### src/rtl/sargantana_icache_refill_buffer_pkg.sv
// Shared types and sizing for the icache line-fill path.
package sargantana_icache_pkg;
  localparam int ICACHE_DEPTH = 64;
  localparam int SET_WIDHT    = 256;
  localparam int ADDR_WIDHT   = $clog2(ICACHE_DEPTH);
  localparam int BEAT_WIDTH   = 64;
  localparam int NUM_WAYS     = 4;
  localparam int MAX_STALL    = 8;
  localparam int NBEATS       = SET_WIDHT / BEAT_WIDTH;
  localparam int BEAT_CNT_W   = $clog2(NBEATS);
  localparam int STALL_CNT_W  = $clog2(MAX_STALL + 1);

  typedef enum logic [1:0] {
    ST_IDLE,
    ST_FILL,
    ST_WRITE,
    ST_DRAIN
  } refill_state_t;

  typedef struct packed {
    logic [ADDR_WIDHT-1:0] idx;
    logic [NUM_WAYS-1:0]   way;
  } refill_req_t;
endpackage

### src/rtl/sargantana_icache_refill_buffer_if.sv
// Command, L2 beat, lookup arbitration and way-port signals of the refill buffer.
interface sargantana_icache_refill_buffer_if;
  import sargantana_icache_pkg::*;

  logic                  req_valid_i;
  logic                  req_ready_o;
  logic [ADDR_WIDHT-1:0] req_idx_i;
  logic [NUM_WAYS-1:0]   req_way_i;
  logic                  flush_i;
  logic                  beat_valid_i;
  logic                  beat_ready_o;
  logic [BEAT_WIDTH-1:0] beat_data_i;
  logic                  beat_last_i;
  logic                  beat_err_i;
  logic                  lookup_req_i;
  logic                  lookup_stall_o;
  logic [NUM_WAYS-1:0]   way_req_o;
  logic                  way_we_o;
  logic [ADDR_WIDHT-1:0] way_addr_o;
  logic [SET_WIDHT-1:0]  way_data_o;
  logic                  fill_done_o;
  logic                  fill_err_o;

  modport master (
    output req_valid_i, req_idx_i, req_way_i, flush_i,
    output beat_valid_i, beat_data_i, beat_last_i, beat_err_i, lookup_req_i,
    input  req_ready_o, beat_ready_o, lookup_stall_o, way_req_o, way_we_o,
    input  way_addr_o, way_data_o, fill_done_o, fill_err_o
  );

  modport slave (
    input  req_valid_i, req_idx_i, req_way_i, flush_i,
    input  beat_valid_i, beat_data_i, beat_last_i, beat_err_i, lookup_req_i,
    output req_ready_o, beat_ready_o, lookup_stall_o, way_req_o, way_we_o,
    output way_addr_o, way_data_o, fill_done_o, fill_err_o
  );
endinterface

### src/rtl/sargantana_icache_refill_buffer_line_assembler.sv
// Line buffer: NBEATS beat slots, one slot written per accepted beat.
module sargantana_icache_line_assembler
  import sargantana_icache_pkg::*;
(
  input  logic                  clk_i,
  input  logic                  rst_i,
  input  logic                  we_i,
  input  logic [BEAT_CNT_W-1:0] slot_i,
  input  logic [BEAT_WIDTH-1:0] data_i,
  output logic [SET_WIDHT-1:0]  line_o
);
  logic [NBEATS-1:0][BEAT_WIDTH-1:0] line_q;

  always_ff @(posedge clk_i or posedge rst_i) begin
    if (rst_i) begin
      line_q <= '0;
    end else if (we_i) begin
      line_q[slot_i] <= data_i;
    end
  end

  assign line_o = line_q;
endmodule

### src/rtl/sargantana_icache_refill_buffer.sv
// Icache refill buffer: collects an L2 line beat by beat, then writes it into one way,
// yielding the way port to lookups for at most MAX_STALL cycles.
module sargantana_icache_refill_buffer
  import sargantana_icache_pkg::*;
(
  input  logic                              clk_i,
  input  logic                              rst_i,
  sargantana_icache_refill_buffer_if.slave  bus
);
  refill_state_t          state_q, state_d;
  refill_req_t            req_q, req_d;
  logic [BEAT_CNT_W-1:0]  cnt_q, cnt_d;
  logic                   err_q, err_d;
  logic [STALL_CNT_W-1:0] stall_q, stall_d;
  logic [NUM_WAYS-1:0]    way_req_q, way_req_d;
  logic                   way_we_q, way_we_d;
  logic                   lookup_stall_q, lookup_stall_d;
  logic                   done_q, done_d;
  logic                   ferr_q, ferr_d;
  logic                   beat_hs, beat_wr, last_slot;

  assign bus.req_ready_o  = (state_q == ST_IDLE);
  assign bus.beat_ready_o = (state_q == ST_FILL) || (state_q == ST_DRAIN);
  assign beat_hs          = bus.beat_valid_i && bus.beat_ready_o;
  assign last_slot        = (cnt_q == BEAT_CNT_W'(NBEATS - 1));

  always_comb begin
    state_d        = state_q;
    req_d          = req_q;
    cnt_d          = cnt_q;
    err_d          = err_q;
    stall_d        = stall_q;
    way_req_d      = '0;
    way_we_d       = 1'b0;
    lookup_stall_d = 1'b0;
    done_d         = 1'b0;
    ferr_d         = 1'b0;
    beat_wr        = 1'b0;
    unique case (state_q)
      ST_IDLE: begin
        if (bus.req_valid_i) begin
          req_d   = '{idx: bus.req_idx_i, way: bus.req_way_i};
          cnt_d   = '0;
          err_d   = 1'b0;
          state_d = ST_FILL;
        end
      end
      ST_FILL: begin
        if (beat_hs) begin
          beat_wr = 1'b1;
          cnt_d   = cnt_q + 1'b1;
          err_d   = err_q | bus.beat_err_i | (bus.beat_last_i != last_slot);
          // A flush that coincides with the final L2 beat has nothing left to drain.
          if (bus.flush_i) begin
            state_d = bus.beat_last_i ? ST_IDLE : ST_DRAIN;
          end else if (bus.beat_last_i && !last_slot) begin
            ferr_d  = 1'b1;
            state_d = ST_IDLE;
          end else if (last_slot) begin
            stall_d = '0;
            state_d = ST_WRITE;
          end
        end else if (bus.flush_i) begin
          state_d = ST_DRAIN;
        end
      end
      ST_WRITE: begin
        if (bus.flush_i) begin
          state_d = ST_IDLE;
        end else if (err_q) begin
          ferr_d  = 1'b1;
          state_d = ST_IDLE;
        end else if (!bus.lookup_req_i || stall_q == STALL_CNT_W'(MAX_STALL)) begin
          way_req_d      = req_q.way;
          way_we_d       = 1'b1;
          done_d         = 1'b1;
          lookup_stall_d = bus.lookup_req_i;
          state_d        = ST_IDLE;
        end else begin
          stall_d = stall_q + 1'b1;
        end
      end
      ST_DRAIN: begin
        if (beat_hs && bus.beat_last_i) begin
          state_d = ST_IDLE;
        end
      end
      default: state_d = ST_IDLE;
    endcase
  end

  always_ff @(posedge clk_i or posedge rst_i) begin
    if (rst_i) begin
      state_q        <= ST_IDLE;
      req_q          <= '0;
      cnt_q          <= '0;
      err_q          <= 1'b0;
      stall_q        <= '0;
      way_req_q      <= '0;
      way_we_q       <= 1'b0;
      lookup_stall_q <= 1'b0;
      done_q         <= 1'b0;
      ferr_q         <= 1'b0;
    end else begin
      state_q        <= state_d;
      req_q          <= req_d;
      cnt_q          <= cnt_d;
      err_q          <= err_d;
      stall_q        <= stall_d;
      way_req_q      <= way_req_d;
      way_we_q       <= way_we_d;
      lookup_stall_q <= lookup_stall_d;
      done_q         <= done_d;
      ferr_q         <= ferr_d;
    end
  end

  sargantana_icache_line_assembler u_line (
    .clk_i  (clk_i),
    .rst_i  (rst_i),
    .we_i   (beat_wr),
    .slot_i (cnt_q),
    .data_i (bus.beat_data_i),
    .line_o (bus.way_data_o)
  );

  assign bus.way_req_o      = way_req_q;
  assign bus.way_we_o       = way_we_q;
  assign bus.way_addr_o     = req_q.idx;
  assign bus.lookup_stall_o = lookup_stall_q;
  assign bus.fill_done_o    = done_q;
  assign bus.fill_err_o     = ferr_q;
endmodule

### src/flat_wrapper.sv
// flat-port wrapper written by rule: the top's interface ports become plain ports
module sargantana_icache_refill_buffer_flat import sargantana_icache_pkg::*;
  (clk_i, rst_i, bus_req_valid_i, bus_req_idx_i, bus_req_way_i, bus_flush_i, bus_beat_valid_i, bus_beat_data_i, bus_beat_last_i, bus_beat_err_i, bus_lookup_req_i, bus_req_ready_o, bus_beat_ready_o, bus_lookup_stall_o, bus_way_req_o, bus_way_we_o, bus_way_addr_o, bus_way_data_o, bus_fill_done_o, bus_fill_err_o);
  sargantana_icache_refill_buffer_if bus_i ();
  input  logic clk_i;
  input  logic rst_i;
  input wire logic [$bits(bus_i.req_valid_i)-1:0] bus_req_valid_i;
  input wire logic [$bits(bus_i.req_idx_i)-1:0] bus_req_idx_i;
  input wire logic [$bits(bus_i.req_way_i)-1:0] bus_req_way_i;
  input wire logic [$bits(bus_i.flush_i)-1:0] bus_flush_i;
  input wire logic [$bits(bus_i.beat_valid_i)-1:0] bus_beat_valid_i;
  input wire logic [$bits(bus_i.beat_data_i)-1:0] bus_beat_data_i;
  input wire logic [$bits(bus_i.beat_last_i)-1:0] bus_beat_last_i;
  input wire logic [$bits(bus_i.beat_err_i)-1:0] bus_beat_err_i;
  input wire logic [$bits(bus_i.lookup_req_i)-1:0] bus_lookup_req_i;
  output wire logic [$bits(bus_i.req_ready_o)-1:0] bus_req_ready_o;
  output wire logic [$bits(bus_i.beat_ready_o)-1:0] bus_beat_ready_o;
  output wire logic [$bits(bus_i.lookup_stall_o)-1:0] bus_lookup_stall_o;
  output wire logic [$bits(bus_i.way_req_o)-1:0] bus_way_req_o;
  output wire logic [$bits(bus_i.way_we_o)-1:0] bus_way_we_o;
  output wire logic [$bits(bus_i.way_addr_o)-1:0] bus_way_addr_o;
  output wire logic [$bits(bus_i.way_data_o)-1:0] bus_way_data_o;
  output wire logic [$bits(bus_i.fill_done_o)-1:0] bus_fill_done_o;
  output wire logic [$bits(bus_i.fill_err_o)-1:0] bus_fill_err_o;
  assign bus_i.req_valid_i = bus_req_valid_i;
  assign bus_i.req_idx_i = bus_req_idx_i;
  assign bus_i.req_way_i = bus_req_way_i;
  assign bus_i.flush_i = bus_flush_i;
  assign bus_i.beat_valid_i = bus_beat_valid_i;
  assign bus_i.beat_data_i = bus_beat_data_i;
  assign bus_i.beat_last_i = bus_beat_last_i;
  assign bus_i.beat_err_i = bus_beat_err_i;
  assign bus_i.lookup_req_i = bus_lookup_req_i;
  assign bus_req_ready_o = bus_i.req_ready_o;
  assign bus_beat_ready_o = bus_i.beat_ready_o;
  assign bus_lookup_stall_o = bus_i.lookup_stall_o;
  assign bus_way_req_o = bus_i.way_req_o;
  assign bus_way_we_o = bus_i.way_we_o;
  assign bus_way_addr_o = bus_i.way_addr_o;
  assign bus_way_data_o = bus_i.way_data_o;
  assign bus_fill_done_o = bus_i.fill_done_o;
  assign bus_fill_err_o = bus_i.fill_err_o;
  sargantana_icache_refill_buffer u_core (.clk_i(clk_i), .rst_i(rst_i), .bus(bus_i));
endmodule
### config.mk
export PLATFORM = sky130hd
export DESIGN_NAME = sargantana_icache_refill_buffer_flat
export DESIGN_NICKNAME = d
export VERILOG_FILES = /design/src/rtl/sargantana_icache_refill_buffer_pkg.sv /design/src/rtl/sargantana_icache_refill_buffer_if.sv /design/src/rtl/sargantana_icache_refill_buffer_line_assembler.sv /design/src/rtl/sargantana_icache_refill_buffer.sv /design/src/flat_wrapper.sv
export SDC_FILE = /design/constraint.sdc
export NUM_CORES = 1
export LEC_CHECK = 0
export BUFFER_PORTS_ARGS = -buffer_cell sky130_fd_sc_hd__buf_2
export CAP_MARGIN = 20
export CORE_MARGIN = 3
export CORE_UTILIZATION = 25
export CTS_CLUSTER_SIZE = 20
export DETAILED_ROUTE_END_ITERATION = 12
export SLEW_MARGIN = 5
export SYNTH_ARGS = -nofsm -noshare
export SYNTH_HDL_FRONTEND = slang
export SYNTH_SLANG_ARGS = --single-unit
### constraint.sdc
create_clock -name clk_i -period 12.53 [get_ports clk_i]
set_input_delay 1.253 -clock clk_i [delete_from_list [all_inputs] [get_ports clk_i]]
set_output_delay 1.253 -clock clk_i [all_outputs]
set_load 0.05 [all_outputs]
==> impl_metrics.csv <==
group,metric,value,unit
outcome,status,"finished clean",
critical_path,worst_setup_path_end_kind,"output pin",
run,maxCapViolCount,0,
critical_path,worstPathRequired,11.28,ns
global_route,grt_pass1_vias,7434,
detailed_routing,vias,6782,
layout,mostFrequentLayoutCells,"buf_2, dfrtp_1, mux2_2",
timing,post-route-period-util,0.249,
global_route,grt.overflow.total,0,
timing,fin_setup_tns,0,ns
layout,syn_to_final_growth,30.2,%
global_route,grt.busiest_layer,"met2",
critical_path,worstPathArrival,1.87,ns
synth,async_flop_share,1.00,
layout,final_common_cell,"buf_2",
critical_path,crit_start,"u_core.state_q[1]",
synth,syn_avg_cell_area,16.3,um^2
timing,max_clock_freq,321,MHz
clock_tree,cts_root_buf,"clkbuf_16",
clock_tree,cts_sinks,282,
floorplanning,row_count,75,
clock_tree,h-tree-depth,1,
clock_tree,ctsHoldBuffers,0,
layout,fin_nets,1114,
layout,drive_gt1_frac,0.617,
detailed_routing,ant_nets,0,
critical_path,r2r_start,"u_core.state_q[1]",
layout,fill_cells,4209,
clock_tree,clk_pin_slew,0.06,ns
placed_design,io_buffers,353,
placed_design,routabilityCongestion,0.746,
detailed_routing,wirelength,27.1,mm
global_route,grt_max_degree,79,
synth,syn-num-nets,759,
critical_path,startpoint_type,"flop",
timing,worst_slew_pin_slew,1.11,ns
critical_path,worstSetupPathType,"flop to output pin",
synth,yosysSeqAreaShare,0.650,
timing,period_needed,3.12,ns
layout,finalInstanceArea,14100,um^2
synth,synth-main-ff-cell,"dfrtp_1",
clock_tree,insertion_delay,0.56,ns
placed_design,pre_cts_ws,8.78,ns
global_route,groute.layer.met2.usage,0.199,
critical_path,endpoint,"bus_beat_ready_o",
detailed_routing,avgRoutedWirePerCell,16.8,um
floorplanning,coreArea,42400,um^2
clock_tree,cts_buffers,30,
synth,synth_edf_count,0,
critical_path,r2r_cells,6,
detailed_routing,vias_per_cell,4.19,
detailed_routing,drc,0,
synth,ys_types,35,
synth,synth_seq_cells,282,
synth,netlist_area,10900,um^2
global_route,grt_usage,0.116,
placed_design,place_area,13200,um^2
hold_path,hold_path_class,"flop to flop",
critical_path,crit_fanout,9,
timing,relSlewSlack,0.260,
synth,yosysWarnings,0,
floorplanning,initial_core_util,0.256,
clock_tree,cts_buffer_depth,3,
floorplanning,ioPinCount,354,
clock_tree,postCtsSetupRepairBufs,0,
clock_tree,post_cts_resized,0,
floorplanning,die_area,45900,um^2
timing,clock_skew,0.0153,ns
timing,rsz0062_at_grt,"no",
timing,finalHoldViolations,0,
floorplanning,die_y,214,um
timing,report.final.slew_viol_count,0,
clock_tree,cts_tree,"done",
global_route,grt_first_pass_wirelength,43.4,mm
critical_path,r2r_slack,9.97,ns
global_route,use_met1,0.143,
detailed_routing,drt-initial-drc-count,328,
timing,setup_ws,9.41,ns
global_route,use_met3,0.0363,
timing,finalSetupViolCount,0,
floorplanning,chipWidth,214,um
placed_design,dp_hpwl,18.6,mm
global_route,antenna_found_initial,0,
critical_path,rr_endpoint,"u_core.u_line.line_o[129]",
detailed_routing,first_pass_iters,4,
synth,synth_cells,666,
[synth_stat cells (3+ instances only)]
library cell  count  area share
a21oi_1           6      0.0028
a22oi_1           3      0.0021
a31oi_1           3      0.0017
and2_1            4      0.0023
buf_2            25       0.012
buf_4             7      0.0048
dfrtp_1         282        0.65
ha_1             11       0.013
inv_1             9      0.0031
mux2_1           36       0.037
mux2_2          231        0.24
nand2_1           6      0.0021
nand2_4           4      0.0042
nor2_1            4      0.0014
nor2b_1           3      0.0017
o21ai_0           6      0.0028
[worst max-delay path, stage by stage (launching register included)]
cell and delay (ns):
dfrtp_1 0.36, inv_1 0.08, ha_1 0.30, or2_2 0.34
buf_2 0.22
[per-stage QoR]
stage	util	hold slack, ns	cells
6_report	0.333	0.468	1617
5_1_grt	0.333	0.484	1616
4_1_cts	0.333	0.476	1615
3_5_place_dp	0.311	0.463	1565
3_3_place_gp	0.311	0.455	1565
2_1_floorplan	-	0.447	666
[layout make-up]
class / instances / area (um^2) / area share
clock inverters: 5 / 33.8 / 0.00239
multi-input cells: 339 / 3570 / 0.252
flip-flops and latches: 282 / 7060 / 0.499
well taps: 577 / 722 / 0.0511
repair buffers: 357 / 1810 / 0.128
diodes: 1 / 2.50 / 0.000177
inverters: 11 / 48.8 / 0.00345
clock buffers: 45 / 888 / 0.0629
[registers in the layout, indices dropped and copies added, names as in the netlist]
signal / count
u_core.cnt_q: 2
u_core.bus.way_we_o: 1
u_core.err_q: 1
u_core.state_q: 2
u_core.bus.fill_err_o: 1
u_core.stall_q: 4
u_core.bus.lookup_stall_o: 1
u_core.u_line.line_o: 256
u_core.bus.way_addr_o: 6
u_core.bus.way_req_o: 4
u_core.req_q: 4
[per-layer routing]
layer,vias to the layer above,share of wire
li1,3052,-
met1,3454,0.42
met2,231,0.48
met3,45,0.068
met4,0,0.027
met5,-,0
[logic make-up (layout without fill, tap and decap cells)]
kind of cell	after synthesis	after routing	synth area share
buffers and inverters	45	418	0.0209
muxes	269	269	0.279
DFF	282	282	0.650
AOI/OAI and AO/OA	25	25	0.0156
other	0	1	0
adders and majority gates	11	11	0.0127
and+or+nand+nor	34	34	0.0216
[how the worst min path moves through the flow]
| stage | from | to | slack [ns] | cells past startpoint |
|---|---|---|---|---|
| global placement | u_core.req_q[2] | u_core.bus.way_req_o[2] | 0.45 | 1 |
| finish | u_core.req_q[1] | u_core.bus.way_req_o[1] | 0.47 | 1 |
| CTS | u_core.req_q[1] | u_core.bus.way_req_o[1] | 0.48 | 1 |
| detailed placement | u_core.req_q[0] | u_core.bus.way_req_o[0] | 0.46 | 1 |
| global route | u_core.req_q[0] | u_core.bus.way_req_o[0] | 0.48 | 1 |
| floorplan | u_core.req_q[0] | u_core.bus.way_req_o[0] | 0.45 | 1 |
Power is not shown: default switching activity piles up to over one toggle a cycle in this logic, so the estimate is an artifact.
